`src/rtl/accel_frame_sender.sv`:
```
// accel_frame_sender: assembles 6-byte accelerometer frames into X/Y/Z samples,
// buffers them in a FIFO and streams them out with window marking. Clamp option: ACCEL_SAT_EN.
module accel_frame_sender #(
    parameter int DEPTH     = 8,
    parameter int WINDOW    = 100,
    parameter int SAT_LIMIT = 4095
) (
    input  logic                     clk,
    input  logic                     reset,
    input  logic [7:0]               byte_in,
    input  logic                     byte_valid,
    input  logic                     byte_sync,
    input  logic                     out_ready,
    output logic                     start,
    output logic [15:0]              accel_x,
    output logic [15:0]              accel_y,
    output logic [15:0]              accel_z,
    output logic                     window_last,
    output logic [$clog2(DEPTH):0]   fifo_level,
    output logic [7:0]               overflow_cnt,
    output logic [7:0]               resync_cnt
);
    localparam int AW = $clog2(DEPTH);
    localparam int WW = (WINDOW > 1) ? $clog2(WINDOW) : 1;

    if (DEPTH < 2 || (DEPTH & (DEPTH - 1)) != 0 || WINDOW < 1 ||
        SAT_LIMIT < 1 || SAT_LIMIT > 32767) begin : g_param_check
        $error("accel_frame_sender: illegal parameter value");
    end

    typedef enum logic {WAIT_SYNC, COLLECT} asm_state_t;

    asm_state_t state_q, state_d;
    logic [2:0] idx_q, idx_d;
    logic [2:0] store_idx;
    logic [7:0] hold_q [5];
    logic       store;
    logic       frame_done;
    logic       resync;

    always_comb begin
        state_d    = state_q;
        idx_d      = idx_q;
        store      = 1'b0;
        frame_done = 1'b0;
        resync     = 1'b0;
        if (byte_valid) begin
            unique case (state_q)
                WAIT_SYNC: begin
                    if (byte_sync) begin
                        store   = 1'b1;
                        idx_d   = 3'd1;
                        state_d = COLLECT;
                    end
                end
                COLLECT: begin
                    if (byte_sync) begin
                        resync = 1'b1;
                        store  = 1'b1;
                        idx_d  = 3'd1;
                    end else if (idx_q == 3'd5) begin
                        frame_done = 1'b1;
                        idx_d      = 3'd0;
                        state_d    = WAIT_SYNC;
                    end else begin
                        store = 1'b1;
                        idx_d = idx_q + 3'd1;
                    end
                end
                default: ;
            endcase
        end
    end

    assign store_idx = byte_sync ? 3'd0 : idx_q;

    always_ff @(posedge clk or posedge reset) begin
        if (reset) begin
            state_q <= WAIT_SYNC;
            idx_q   <= '0;
        end else begin
            state_q <= state_d;
            idx_q   <= idx_d;
        end
    end

    always_ff @(posedge clk) begin
        if (store) hold_q[store_idx] <= byte_in;
    end

    // ZH goes straight from the bus into the write word, so no extra cycle
    logic [15:0] raw_x, raw_y, raw_z;
    logic [47:0] wr_data;

    assign raw_x = {hold_q[1], hold_q[0]};
    assign raw_y = {hold_q[3], hold_q[2]};
    assign raw_z = {byte_in, hold_q[4]};

`ifdef ACCEL_SAT_EN
    localparam logic signed [16:0] LIM_P = 17'(SAT_LIMIT);
    localparam logic signed [16:0] LIM_N = -LIM_P;

    function automatic logic [15:0] clamp(input logic [15:0] v);
        logic signed [16:0] s;
        s = {v[15], v};
        if (s > LIM_P) return LIM_P[15:0];
        if (s < LIM_N) return LIM_N[15:0];
        return v;
    endfunction

    assign wr_data = {clamp(raw_z), clamp(raw_y), clamp(raw_x)};
`else
    assign wr_data = {raw_z, raw_y, raw_x};
`endif

    logic [47:0]   mem [DEPTH];
    logic [AW-1:0] wr_ptr, rd_ptr;
    logic [AW:0]   count;
    logic          pop, full, push, drop;

    assign pop        = (count != '0) && out_ready;
    assign full       = (count == (AW + 1)'(DEPTH));
    assign push       = frame_done && (!full || pop);
    assign drop       = frame_done && full && !pop;
    assign fifo_level = count;

    always_ff @(posedge clk) begin
        if (push) mem[wr_ptr] <= wr_data;
    end

    always_ff @(posedge clk or posedge reset) begin
        if (reset) begin
            wr_ptr       <= '0;
            rd_ptr       <= '0;
            count        <= '0;
            overflow_cnt <= '0;
            resync_cnt   <= '0;
        end else begin
            if (push) wr_ptr <= wr_ptr + 1'b1;
            if (pop) rd_ptr <= rd_ptr + 1'b1;
            unique case ({push, pop})
                2'b10:   count <= count + 1'b1;
                2'b01:   count <= count - 1'b1;
                default: ;
            endcase
            if (drop && overflow_cnt != 8'hFF) overflow_cnt <= overflow_cnt + 8'd1;
            if (resync && resync_cnt != 8'hFF) resync_cnt <= resync_cnt + 8'd1;
        end
    end

    logic [WW-1:0] win_cnt;

    always_ff @(posedge clk or posedge reset) begin
        if (reset) begin
            start       <= 1'b0;
            window_last <= 1'b0;
            win_cnt     <= '0;
            accel_x     <= '0;
            accel_y     <= '0;
            accel_z     <= '0;
        end else if (pop) begin
            start                       <= 1'b1;
            {accel_z, accel_y, accel_x} <= mem[rd_ptr];
            if (win_cnt == WW'(WINDOW - 1)) begin
                window_last <= 1'b1;
                win_cnt     <= '0;
            end else begin
                window_last <= 1'b0;
                win_cnt     <= win_cnt + 1'b1;
            end
        end else begin
            start       <= 1'b0;
            window_last <= 1'b0;
        end
    end
endmodule
```
`config.mk`:
```
export PLATFORM = sky130hd
export DESIGN_NAME = accel_frame_sender
export DESIGN_NICKNAME = d
export VERILOG_FILES = /design/src/rtl/accel_frame_sender.sv
export SDC_FILE = /design/constraint.sdc
export NUM_CORES = 1
export LEC_CHECK = 0
export CAP_MARGIN = 20
export CORE_MARGIN = 8
export CORE_UTILIZATION = 36
export DETAILED_ROUTE_END_ITERATION = 8
export PLACE_DENSITY = 0.54
export SLEW_MARGIN = 20
export SYNTH_ARGS = -nofsm -noshare
export SYNTH_HDL_FRONTEND = slang
export SYNTH_SLANG_ARGS = --single-unit
```
`constraint.sdc`:
```
create_clock -name clk -period 7.98 [get_ports clk]
set_clock_uncertainty 0.1 [all_clocks]
set_input_delay 1.197 -clock clk [delete_from_list [all_inputs] [get_ports clk]]
set_output_delay 1.197 -clock clk [all_outputs]
set_load 0.005 [all_outputs]
```
==> flow_results.org, run 1 <==
** Drt
- Number of vias in the routed layout :: 8808
- Count of routing violations after the opening detailed-route iteration :: 524
- Post-DR wirelength/cell :: 21.4 µm
- Number of design rule violations left after detail routing :: 0
- Once detail routing completed, the nets flagged for antenna violations numbered 0.
- Post-detailed-routing wire length :: 38.2 mm
- Using the TritonRoute via totals, the vias-per-cell ratio works out to 4.93.
- First-pass iteration count of the detailed router :: 4

** Timing
- The worst path in the final design needs a cycle of 3760 ps, including I/O delays and setup.
- Sum of negative setup slack :: 0 ps
- Final slew viol count :: 0
- Part of the cycle the worst path needs :: 47.1%
- Measured against its own limit, the worst slew margin works out to 29.7%.
- Setup violations remaining at the end of the flow were counted as 0.
- F_max :: 266 MHz
- Least-Margin Pin Slew :: 1050 ps
- The final hold violation count came to 0.
- Setup repair after global routing left no endpoint under its margin.

** Die
- The floorplan has 84 rows.
- Die height :: 247 µm
- Floorplan core area :: 52700 µm²
- For this configuration, the core starts out at a cell density of 36.5%.
- Number of primary I/O pins :: 83
- Die ar. :: 61000 µm²
- In this run the horizontal extent of the chip is 247 µm.

** Worst hold path
- Worst hold path class :: reg2reg

** Yosys
- Largest area contributor in the netlist :: edfxtp_1
- The number of nets in the synthesized netlist is 964.
- After synthesis the cells add up to 19200 µm².
- Number of synthesis warnings :: 0
- Synthesis instantiated 47 different standard cells from the library.
- Sequential elements use 77.7% of the synthesized area.
- In the synthesized netlist the async set-or-reset flop fraction comes to 17.0%.
- Number of flops mapped to enable cells by yosys :: 424
- Count of mapped cells out of synthesis :: 945
- Total of flip-flops plus latches after synthesis :: 511
- Leading post-synthesis cells by cell area :: edfxtp_1, dfrtp_1, mux4_2, mux2i_1, nand2_1
- Main flop type after synthesis :: edfxtp_1
- Average cell area after synthesis :: 20.3 µm²
- Share of the synthesized area in the top cell type :: 66.3%

** Pwr
- Static leakage :: 7.62 nW
- In this run, the clock network consumes 34.3% of the power.
- Pwr per Cell Area :: 336 nW/µm²
- Switching Share :: 26.7%
- The share of total power dissipated in sequential elements is 44.4%.
- Internal power comes to 5.59 mW.
- The share of total power dissipated in combinational logic is 21.3%.
- Worst ir drop on vdd :: 0.223 mV
- The completed layout was analyzed and its total power is 7.63 mW.
- Net switching power :: 2.04 mW

** Placement
- Routability Congestion :: 0.711
- Buffers placed on the I/O ports in this run total 82.
- Once detailed placement completed, the half-perimeter wirelength came to 20.2 mm.

** Critical path
- The worst register-to-register path ends at mem[7][24].
- Worst reg2reg path startpoint :: state_q
- Cells along the critical path :: clkdlybuf4s50_1 > nand4b_1 > a211oi_2 > nand2_1 > nor2_4 > buf_4
- For the worst setup path, the data arrival time is 3880 ps.
- STA puts the critical path data required time at 8100 ps.
- Setup Crit Path Kind :: in2reg
- In this run the worst path has a maximum fanout of 34.
- WP depth :: 6
- Counting both buffers and inverters, the worst setup path holds a total of 2.
- In this design, the largest share of critical-path delay is due to buffers and inverters.
- The slowest stage of the critical path belongs to the cell clkdlybuf4s50_1.
- Nature of the critical path startpoint :: primary input
- Termination of the worst setup path :: mem[7][24]
- Start point of the critical path :: byte_valid
- Register-to-register setup slack :: 5020 ps
- In this design, the stage delay of the slowest critical-path cell is 620 ps.
- Reg2reg path depth :: 5
- The worst setup path is captured at a flop.

** CTS
- The H-tree generated during clock tree synthesis spans 2 levels.
- After clock tree synthesis, the clock-pin slew on the worst setup and hold paths is 60 ps.
- TritonCTS sink count :: 511
- CTS tree :: done
- Number of CTS-inserted buffers :: 53
- Once the clock tree was built, the setup fixing pass inserted 0 buffers.
- Longest Clk Path Bufs :: 3
- After clock tree synthesis, the flow added hold-fix buffers numbering 0.
- The later pin in the worst-skew pair is clocked with a latency of 600 ps.
- In this run, post-CTS repair resized a total of 0 instances.
- The tree is rooted in a clkbuf_16.

** Layout
- Most used cells in the layout excluding fill and tap cells :: edfxtp_1, mux4_2, dfrtp_1, clkdlybuf4s50_1, nand2_1
- Ratio of cells with drive above 1 in the final layout :: 19.7%
- Antenna diode count :: 0
- Relative to the synthesized area, the layout overhead comes to 18.4%.
- The layout has 4531 filler cells.
- Leaving out fill and tap cells, the most frequent cell in the layout is edfxtp_1.
- Layout Nets :: 1074

** Global route
- The number of antenna violations at the first check in global routing came to 1.
- The total overflow left after global routing is 0.
- Overall fraction of global-route tracks in use :: 12.7%
- The first global-routing pass estimated 58.7 mm of wire.
- The number of global-route vias before repair came to 9488.
- Entering global routing, the biggest net connects 105 pins.

** Job
- Across the run, the number of max-cap violations was 0.

** Run status
- The run finished with clean final reports.
-- power groups by stage --
stage                     clock network, mW  registers [mW]  logic [mW]
final                                  2.62            3.39        1.63
after global routing                   2.78            3.43        1.80
after CTS                              2.69            3.40        1.69
after detailed placement                  0            3.45        1.68
after global placement                    0            3.45        1.67
after floorplan                           0            3.32        1.16
-- worst min-delay path, cell delays in order (launching register included) --
cell and delay (ps):
dfrtp_1 340, nand2_1 50, o21ai_1 60
-- through the flow --
| stage | setup slack [ps] | utilization [%] | cell area [µm²] | cells | hold slack (ps) |
|---|---|---|---|---|---|
| after floorplan | 458 | - | 19200 | 945 | 378 |
| after global placement | 3630 | 39.6 | 20900 | 1688 | 369 |
| after detailed placement | 3570 | 39.6 | 20900 | 1688 | 376 |
| after CTS | 4200 | 43.2 | 22700 | 1787 | 390 |
| after global routing | 4040 | 43.2 | 22700 | 1787 | 409 |
| final | 4220 | 43.2 | 22700 | 1787 | 382 |
-- routing by layer --
metal	global-route usage (%)	vias to the layer above	wire length (µm)
met3	2.13	51	1420
met1	16.6	4616	17000
met4	3.81	0	742
met5	0	-	0
li1	-	4007	-
met2	21.4	134	19000
-- layout make-up --
cell class                 count  area, µm²  share of cell area, %
timing repair buffer          98        945                   4.16
multi-input combinational    386       4110                   18.1
inverter                       5       21.3                 0.0936
clock inverter                36        492                   2.16
sequential                   511      14900                   65.6
tap                          688        861                   3.79
clock buffer                  63       1380                   6.09
-- worst min-delay path by stage --
stage                         start  depth (start not counted)  slack [ps]               to
global route            accel_x[12]                          2         410      accel_x[12]
finish                  accel_z[11]                          2         380      accel_z[11]
global placement        accel_z[11]                          2         370      accel_z[11]
CTS                     accel_x[12]                          2         390      accel_x[12]
floorplan           overflow_cnt[5]                          1         380  overflow_cnt[5]
detailed placement      accel_x[12]                          2         380      accel_x[12]
-- cell families (layout without fill, tap and decap cells) --
family	count (synthesis)	in the layout	synth area share [%]
adder cells (fa/ha/maj)	6	6	0.391
XOR/XNOR	24	24	1.10
buffers and inverters	48	202	1.17
multiplexers	147	147	13.9
AND/OR/NAND/NOR	138	138	3.47
AO/OA/AOI/OAI	71	71	2.27
flip-flops	511	511	77.7
-- sequential cells by signal, indices dropped and copies added, names as in the netlist --
| name | cells |
|---|---|
| mem | 384 |
| hold_q | 40 |
| accel_x | 16 |
| accel_y | 16 |
| accel_z | 16 |
| overflow_cnt | 8 |
| resync_cnt | 8 |
| win_cnt | 7 |
| fifo_level | 4 |
| idx_q | 3 |
| rd_ptr | 3 |
| wr_ptr | 3 |
| start | 1 |
| state_q | 1 |
| window_last | 1 |
-- cell usage after synthesis, drive strengths merged (4+ instances only) --
library cell    n
and3            6
and4            4
buf            30
clkbuf         13
dfrtp          87
edfxtp        424
ha              6
inv             5
mux2i          49
mux4           96
nand2          74
nand3          12
nand4           8
nor2            9
nor3            7
nor4            5
o21ai          53
xnor2          15
xor2            9
No activity file was read; power rests on OpenSTA's default activity.
==> run 2: changes to the inputs <==
PLACE_DENSITY = 0.56   (was 0.54)
clock period = 3.05 ns   (was 7.98 ns; I/O delays follow)
==> run 2 against run 1 <==
  * Register-to-register slack got worse by 4200 ps
  * Core utilization increased by 0.32 points
  * Non-clock buffer count increased by 11
  * Die area unchanged
  * Critical endpoint is now mem[3][42]
  * Clock power increased by 140%
==> flow_results.org, run 2 (synthesis results as in run 1) <==
** Layout
- The largest registers in the layout are mem: 384 flops, hold_q: 40 flops.
- Ratio of cells with drive above 1 in the final layout :: 19.6% (-0.11 points)
- The final core area utilization was 43.5% (+0.32 points).
- Flip-flop count of the largest register, all copies and words added :: 384 (unchanged)
- Antenna diode count :: 0 (unchanged)
- The library cell used most frequently in the layout, excluding fill and tap cells, is edfxtp_1.
- Count of non-filler cells in the finished layout :: 1798 (+0.62%)
- Fill count :: 4515 (-0.35%)
- Top register by number of flip-flops :: mem
- FF+latch area :: 14900 µm² (unchanged)
- Layout Nets :: 1085 (+1.0%)
- Final non-filler cell area :: 22900 µm² (+0.75%)
- Area Overhead vs Synth :: 19.3%
- Footprint of the multi-input gates :: 4170 µm² (+1.6%)
- Most used cells in the layout excluding fill and tap cells :: edfxtp_1, mux4_2, dfrtp_1, clkdlybuf4s50_1, nand2_1

** Global route
- The wire length of the first global-routing pass came to 58.3 mm (-0.80%).
- The number of antenna violations at the first check in global routing is 0 (-1).
- Number of global-route vias before repair :: 9494 (+0.063%)
- Overflow after GRT :: 0 (unchanged)
- Overall fraction of global-route tracks in use :: 12.5% (-0.17 points)
- The largest net degree at the start of global routing is 103 (-1.9%).

** Die
- The number of placement rows was 84 (unchanged).
- The die outline width is 247 µm (unchanged).
- The initial core utilization is 36.5% (unchanged).
- The area enclosed by the die boundary came to 61000 µm² (unchanged).
- Number of primary I/O pins :: 83 (unchanged)
- Floorplan core area :: 52700 µm² (unchanged)
- Die height :: 247 µm (unchanged)

** Timing
- F_max :: 440 MHz
- Setup repair after global routing left no endpoint under its margin.
- The transition time of the tightest slew-check pin is 842 ps (-212 ps).
- Final Hold Vio Count :: 0 (unchanged)
- Final-report setup violation count :: 0 (unchanged)
- The worst path uses 74.6% of the clock period.
- Minimum clock period :: 2270 ps
- Worst-case headroom to the max-slew limit :: 43.7% (+14 points)
- Final slew viol count :: 0 (unchanged)

** CTS
- Insertion delay of the later-clocked pin in the worst-skew pair :: 580 ps (-20 ps)
- Number of CTS-inserted buffers :: 53 (unchanged)
- The clock transition at the registers of the reported paths came to 60 ps (about the same).
- The number of buffers between clock root and the deepest sink was 3 (unchanged).
- The number of post-CTS setup repair buffers was 0 (unchanged).
- CTS tree :: done
- The count of instances resized after the clock tree is built came to 0 (unchanged).
- The CTS sink count was 511 (unchanged).
- The total number of H-tree levels is 2 (unchanged).
- The hold buffer count at cts was 0 (unchanged).
- In this run the clock root is driven by a clkbuf_16.

** Job
- Number of violations of the max-capacitance limit :: 0 (unchanged)

** Drt
- The starting DRC count in detailed routing was 522 (-0.38%).
- Post-detailed-routing wire length :: 37.7 mm (-1.1%)
- Post-DR wirelength/cell :: 21.0 µm (-1.7%)
- The count of vias placed by the detailed router was 8912 (+1.2%).
- The number of nets still failing antenna checks after routing is 0 (unchanged).
- Vias per inst :: 4.96 (+0.56%)
- The total DRC errors in the routed layout came to 0 (unchanged).
- The number of optimization iterations in the first detailed-route pass was 4 (unchanged).

** Critical path
- The worst endpoint required time came to 3190 ps (-4910 ps).
- Endpoint kind of the worst setup timing path :: flop
- The critical-path maximum fanout was 48 (+41%).
- Nature of the critical path startpoint :: flop
- Setup Crit Path Kind :: reg2reg
- The number of cells traversed by the worst register-to-register path came to 5 (unchanged).
- Arrival time of data at the critical path endpoint :: 2410 ps (-1470 ps)

** Placement
- The total cell area at the placement stage is 21200 µm² (+1.8%).
- Routability Congestion :: 0.711 (about the same)
- The placed instance count came to 1699 (+0.65%).
- Total of buffers placed on input and output ports :: 82 (unchanged)
- Estimated wirelength of the detail-placed design :: 21.2 mm (+5.0%)

** Pwr
- PnR Total Power :: 19.5 mW (+160%)
- Pwr per Cell Area :: 853 nW/µm² (+150%)
- The worst supply voltage drop on vdd came to 0.382 mV (+71%).
- The leakage power figure was 7.66 nW (+0.53%).

** Run status
- The run finished with clean final reports.

** Worst hold path
- The path class of the tightest hold or removal check is in2async.
==> run 2: final timing paths <==
check                            start     endpoint  slack, ps
setup / recovery              idx_q[1]   mem[3][42]        780
hold / removal                   reset  accel_x[12]        170
setup reg to reg              idx_q[1]   mem[3][42]        780
hold reg to reg            accel_x[15]  accel_x[15]        380
max in group asynchronous        reset    rd_ptr[0]       1980
min in group clk           accel_x[15]  accel_x[15]        380
==> run 2: cell type report <==
cell class / instances / area share (%)
clock inverter: 19 / 0.688
multi-input combinational: 386 / 18.2
tap: 688 / 3.76
timing repair buffer: 109 / 5.45
inverter: 5 / 0.0929
clock buffer: 80 / 6.64
sequential: 511 / 65.1
==> run 2: worst max-delay path: stages, from the launching register on <==
cell and delay [ps]:
dfrtp_1 430, nand2b_1 280, a211oi_2 280, nand2_2 200
nor3b_4 270, buf_12 320
==> run 2: report_power, final <==
| part | leakage [nW] | switching, mW | internal, mW |
|---|---|---|---|
| Combinational | 1.96 | 2.05 | 2.52 |
| Clock | 0.809 | 2.56 | 3.61 |
| Sequential | 4.90 | 0.640 | 8.15 |
| Total | 7.66 | 5.25 | 14.3 |
==> run 2: through the flow <==
stage / hold WS, ps / setup TNS, ps / worst slack [ps]
detailed placement: 376 / 0 / 212
floorplan: 378 / -24680 / -163
finish: 168 / 0 / 776
global route: 194 / 0 / 652
CTS: 164 / 0 / 749
global placement: 371 / 0 / 232
==> run 2: metal layers <==
layer	GRT usage (%)	routed length, µm
met5	0	0
met4	3.76	722
met3	2.16	1690
met2	21.2	18900
met1	16.3	16400
==> run 3: changes to the inputs <==
PLACE_DENSITY = 0.54   (was 0.56)
clock period = 2.3 ns   (was 3.05 ns; I/O delays follow)
==> run 3 against run 2 <==
  * Wire length grew 6.6%
  * Via count up 3.1%
  * Sequential power rose by 32%
  * First-iteration DRC count increased by 32%
  * Cell count rose by 3.7%
  * Final area increased by 3.4%
  * Setup slack worse by 680 ps
  * Sequential share of layout area fell by 2.1 points
  * Core utilization is 1.5 points higher
  * Global-route usage grew 1.1 points
  * Clock power grew 37%
  * Critical path type is now reg2out
==> flow_results.org, run 3 (synthesis results as in run 1) <==
** Run status
- Outcome :: completed

** Drt
- The number of optimization iterations in the first detailed-route pass came to 4 (unchanged).
- Number of design rule violations left after detail routing :: 0 (unchanged)
- Number of vias in the routed layout :: 9184 (+3.1%)
- Post-DR wirelength/cell :: 21.6 µm (+2.8%)
- Vias per inst :: 4.93 (-0.60%)
- The starting DRC count in detailed routing was 691 (+32%).
- The final routed wirelength across all metal layers was 40.2 mm (+6.6%).
- The number of nets still failing antenna checks after routing is 0 (unchanged).

** Pwr
- The leakage power figure was 8.09 nW (+5.6%).
- The power per cell area was 1130 nW/µm² (+32%).
- Worst ir drop on vdd :: 0.577 mV (+51%)
- The power consumption came to 26.7 mW (+37%).

** Layout
- The register with the most flip-flops in the final layout is mem.
- Most used cells in the layout excluding fill and tap cells :: edfxtp_1, mux4_2, dfrtp_1, clkdlybuf4s50_1, nand2_1
- Compared with the post-synthesis result, the final layout area differs by 23.3%.
- Layout Nets :: 1150 (+6.0%)
- The number of diodes is 0 (unchanged).
- Flip-flop count of the largest register, all copies and words added :: 384 (unchanged)
- Ratio of cells with drive above 1 in the final layout :: 24.3% (+4.7 points)
- Most frequent standard cell in the layout excluding fill and tap cells :: edfxtp_1
- In the final layout, the registers with the most flip-flops are mem: 384 flops, hold_q: 40 flops.
- Final non-filler cell area :: 23700 µm² (+3.4%)
- Fill count :: 4463 (-1.2%)

** Global route
- Met1 global-route usage :: 17.8% (+1.4 points)
- Overall fraction of global-route tracks in use :: 13.5% (+1.1 points)
- Number of global-route vias before repair :: 9866 (+3.9%)
- The global routing stage identified its most utilized layer as met2.
- First-pass GRT wire length :: 62.2 mm (+6.8%)
- The met2 usage in global routing came to 22.9% (+1.8 points).
- The number of antenna violations at the first check in global routing was 0 (unchanged).
- Fraction of met3 tracks used by global routing :: 2.64% (+0.49 points)
- The largest net degree at the start of global routing came to 88 (-15%).
- Overflow after GRT :: 0 (unchanged)

** Placement
- Estimated wirelength of the detail-placed design :: 25.1 mm (+18%)
- The pre-CTS worst setup slack is -360 ps (-572 ps).
- The total cell area at the placement stage is 21900 µm² (+3.3%).
- The final weighted congestion in routability-driven placement came to 0.745 (+4.8%).
- Total of buffers placed on input and output ports :: 82 (unchanged)

** Critical path
- The setup path with the least slack is of type reg2out.
- In this run the critical register-to-register path is captured at mem[5][37].
- The critical-path maximum fanout came to 6 (-88%).
- Register-to-register setup slack :: 150 ps (-630 ps)
- The critical path goes through buf_4 > clkdlybuf4s50_1.
- The worst endpoint data arrival time was 1760 ps (-650 ps).
- Nature of the critical path startpoint :: flop
- The number of cells traversed by the worst register-to-register path is 6 (+1).
- Endpoint kind of the worst setup timing path :: output port
- Highest cell delay on the worst timing path :: 530 ps (+100 ps)
- Worst reg2reg path startpoint :: fifo_level[1]
- The worst endpoint required time is 1860 ps (-1330 ps).
- The largest individual stage delay along the critical path comes from the cell clkdlybuf4s50_1.

** CTS
- TritonCTS built the clock tree.
- Master cell of the clock root buffer :: clkbuf_16
- Insertion delay of the later-clocked pin in the worst-skew pair :: 600 ps (+20 ps)
- TritonCTS sink count :: 511 (unchanged)
- Longest Clk Path Bufs :: 3 (unchanged)
- The number of buffers created by CTS is 54 (+1.9%).
- Count of hold buffers inserted by post-cts repair :: 0 (unchanged)
- H-tree lvl count :: 2 (unchanged)
- Clock transition at the register clock pins on the worst setup and hold paths after CTS :: 60 ps (about the same)
- # resized after CTS :: 0 (unchanged)
- Post-CTS setup buffer count :: 0 (unchanged)

** Die
- Initial Utilization :: 36.5% (unchanged)
- Die ar. :: 61000 µm² (unchanged)
- The standard cell core area is 52700 µm² (unchanged).
- Die Wd :: 247 µm (unchanged)
- Die height :: 247 µm (unchanged)
- Number of primary I/O pins :: 83 (unchanged)
- The number of placement rows is 84 (unchanged).

** Timing
- Worst Setup Slack, final :: 96.4 ps (-680 ps)
- The final-report max-slew violation count is 0 (unchanged).
- Least-Margin Pin Slew :: 557 ps (-286 ps)
- Setup repair after global routing left no endpoint under its margin.
- Final-report setup violation count :: 0 (unchanged)
- Final Hold Vio Count :: 0 (unchanged)
- Sum of negative setup slack :: 0 ps (unchanged)
- Of the available clock period, the critical path in the final layout requires 95.8%.
- Derived from the worst setup path, the maximum achievable clock frequency is 454 MHz.
- Worst-case headroom to the max-slew limit :: 62.9% (+19 points)
- The smallest clock period supported by the final layout is computed as 2200 ps.

** Worst hold path
- Worst hold path class :: in2async

** Job
- The count of maximum capacitance violations is 0 (unchanged).
==> run 3: cell types whose count changed in the layout (fill, tap and decap cells not counted), moves of 2 or more <==
cell        delta
bufinv_16      +2
clkbuf_8       -3
buf_4         +46
clkinv_2       +6
clkinv_1      +11
clkbuf_1      -11
clkinvlp_4     -3
buf_12        +18
==> run 3: worst max-delay path by stage <==
stage	from	end	slack, ps	cells after the start
2_1_floorplan	byte_valid	mem[4][0]	-800	4
3_3_place_gp	byte_sync	mem[5][32]	-370	7
3_5_place_dp	byte_sync	mem[5][34]	-360	7
4_1_cts	fifo_level[1]	fifo_level[1]	40	2
5_1_grt	fifo_level[2]	fifo_level[2]	0.03	2
6_report	fifo_level[1]	fifo_level[1]	100	2
==> run 3: routing by layer <==
metal  routed length (µm)  part of all wire, %
met4                  698                  1.7
met1                17600                   44
met2                20200                   50
met3                 1730                  4.3
met5                    0                    0
==> run 3: area by class of cell <==
type	instances	area (µm²)	area share [%]
Multi-Input combinational cell	386	4180	17.6
Tap cell	688	861	3.64
Inverter	5	22.5	0.0951
Clock buffer	67	1460	6.18
Clock inverter	34	280	1.18
Sequential cell	511	14900	63.0
Timing Repair Buffer	173	1950	8.25
==> run 3: worst max-delay path: cells and delay by family, from the launching register on <==
kind / cells / cell delay (ps)
buffers and inverters: 2 / 700
DFF: 1 / 470
==> run 3: report_power, final <==
| part | leakage, nW | internal (mW) | total, mW | switching, mW |
|---|---|---|---|---|
| clock network | 0.862 | 4.95 | 8.45 | 3.50 |
| registers | 4.89 | 10.8 | 11.6 | 0.746 |
| logic | 2.34 | 3.66 | 6.65 | 2.99 |
==> run 3: through the flow <==
stage               hold slack, ps  utilization, %  cells
global placement               369            41.7   1763
detailed placement             377            41.7   1763
CTS                            172            45.0   1864
floorplan                      344               -    945
finish                         165            45.0   1864
global route                   203            45.0   1864
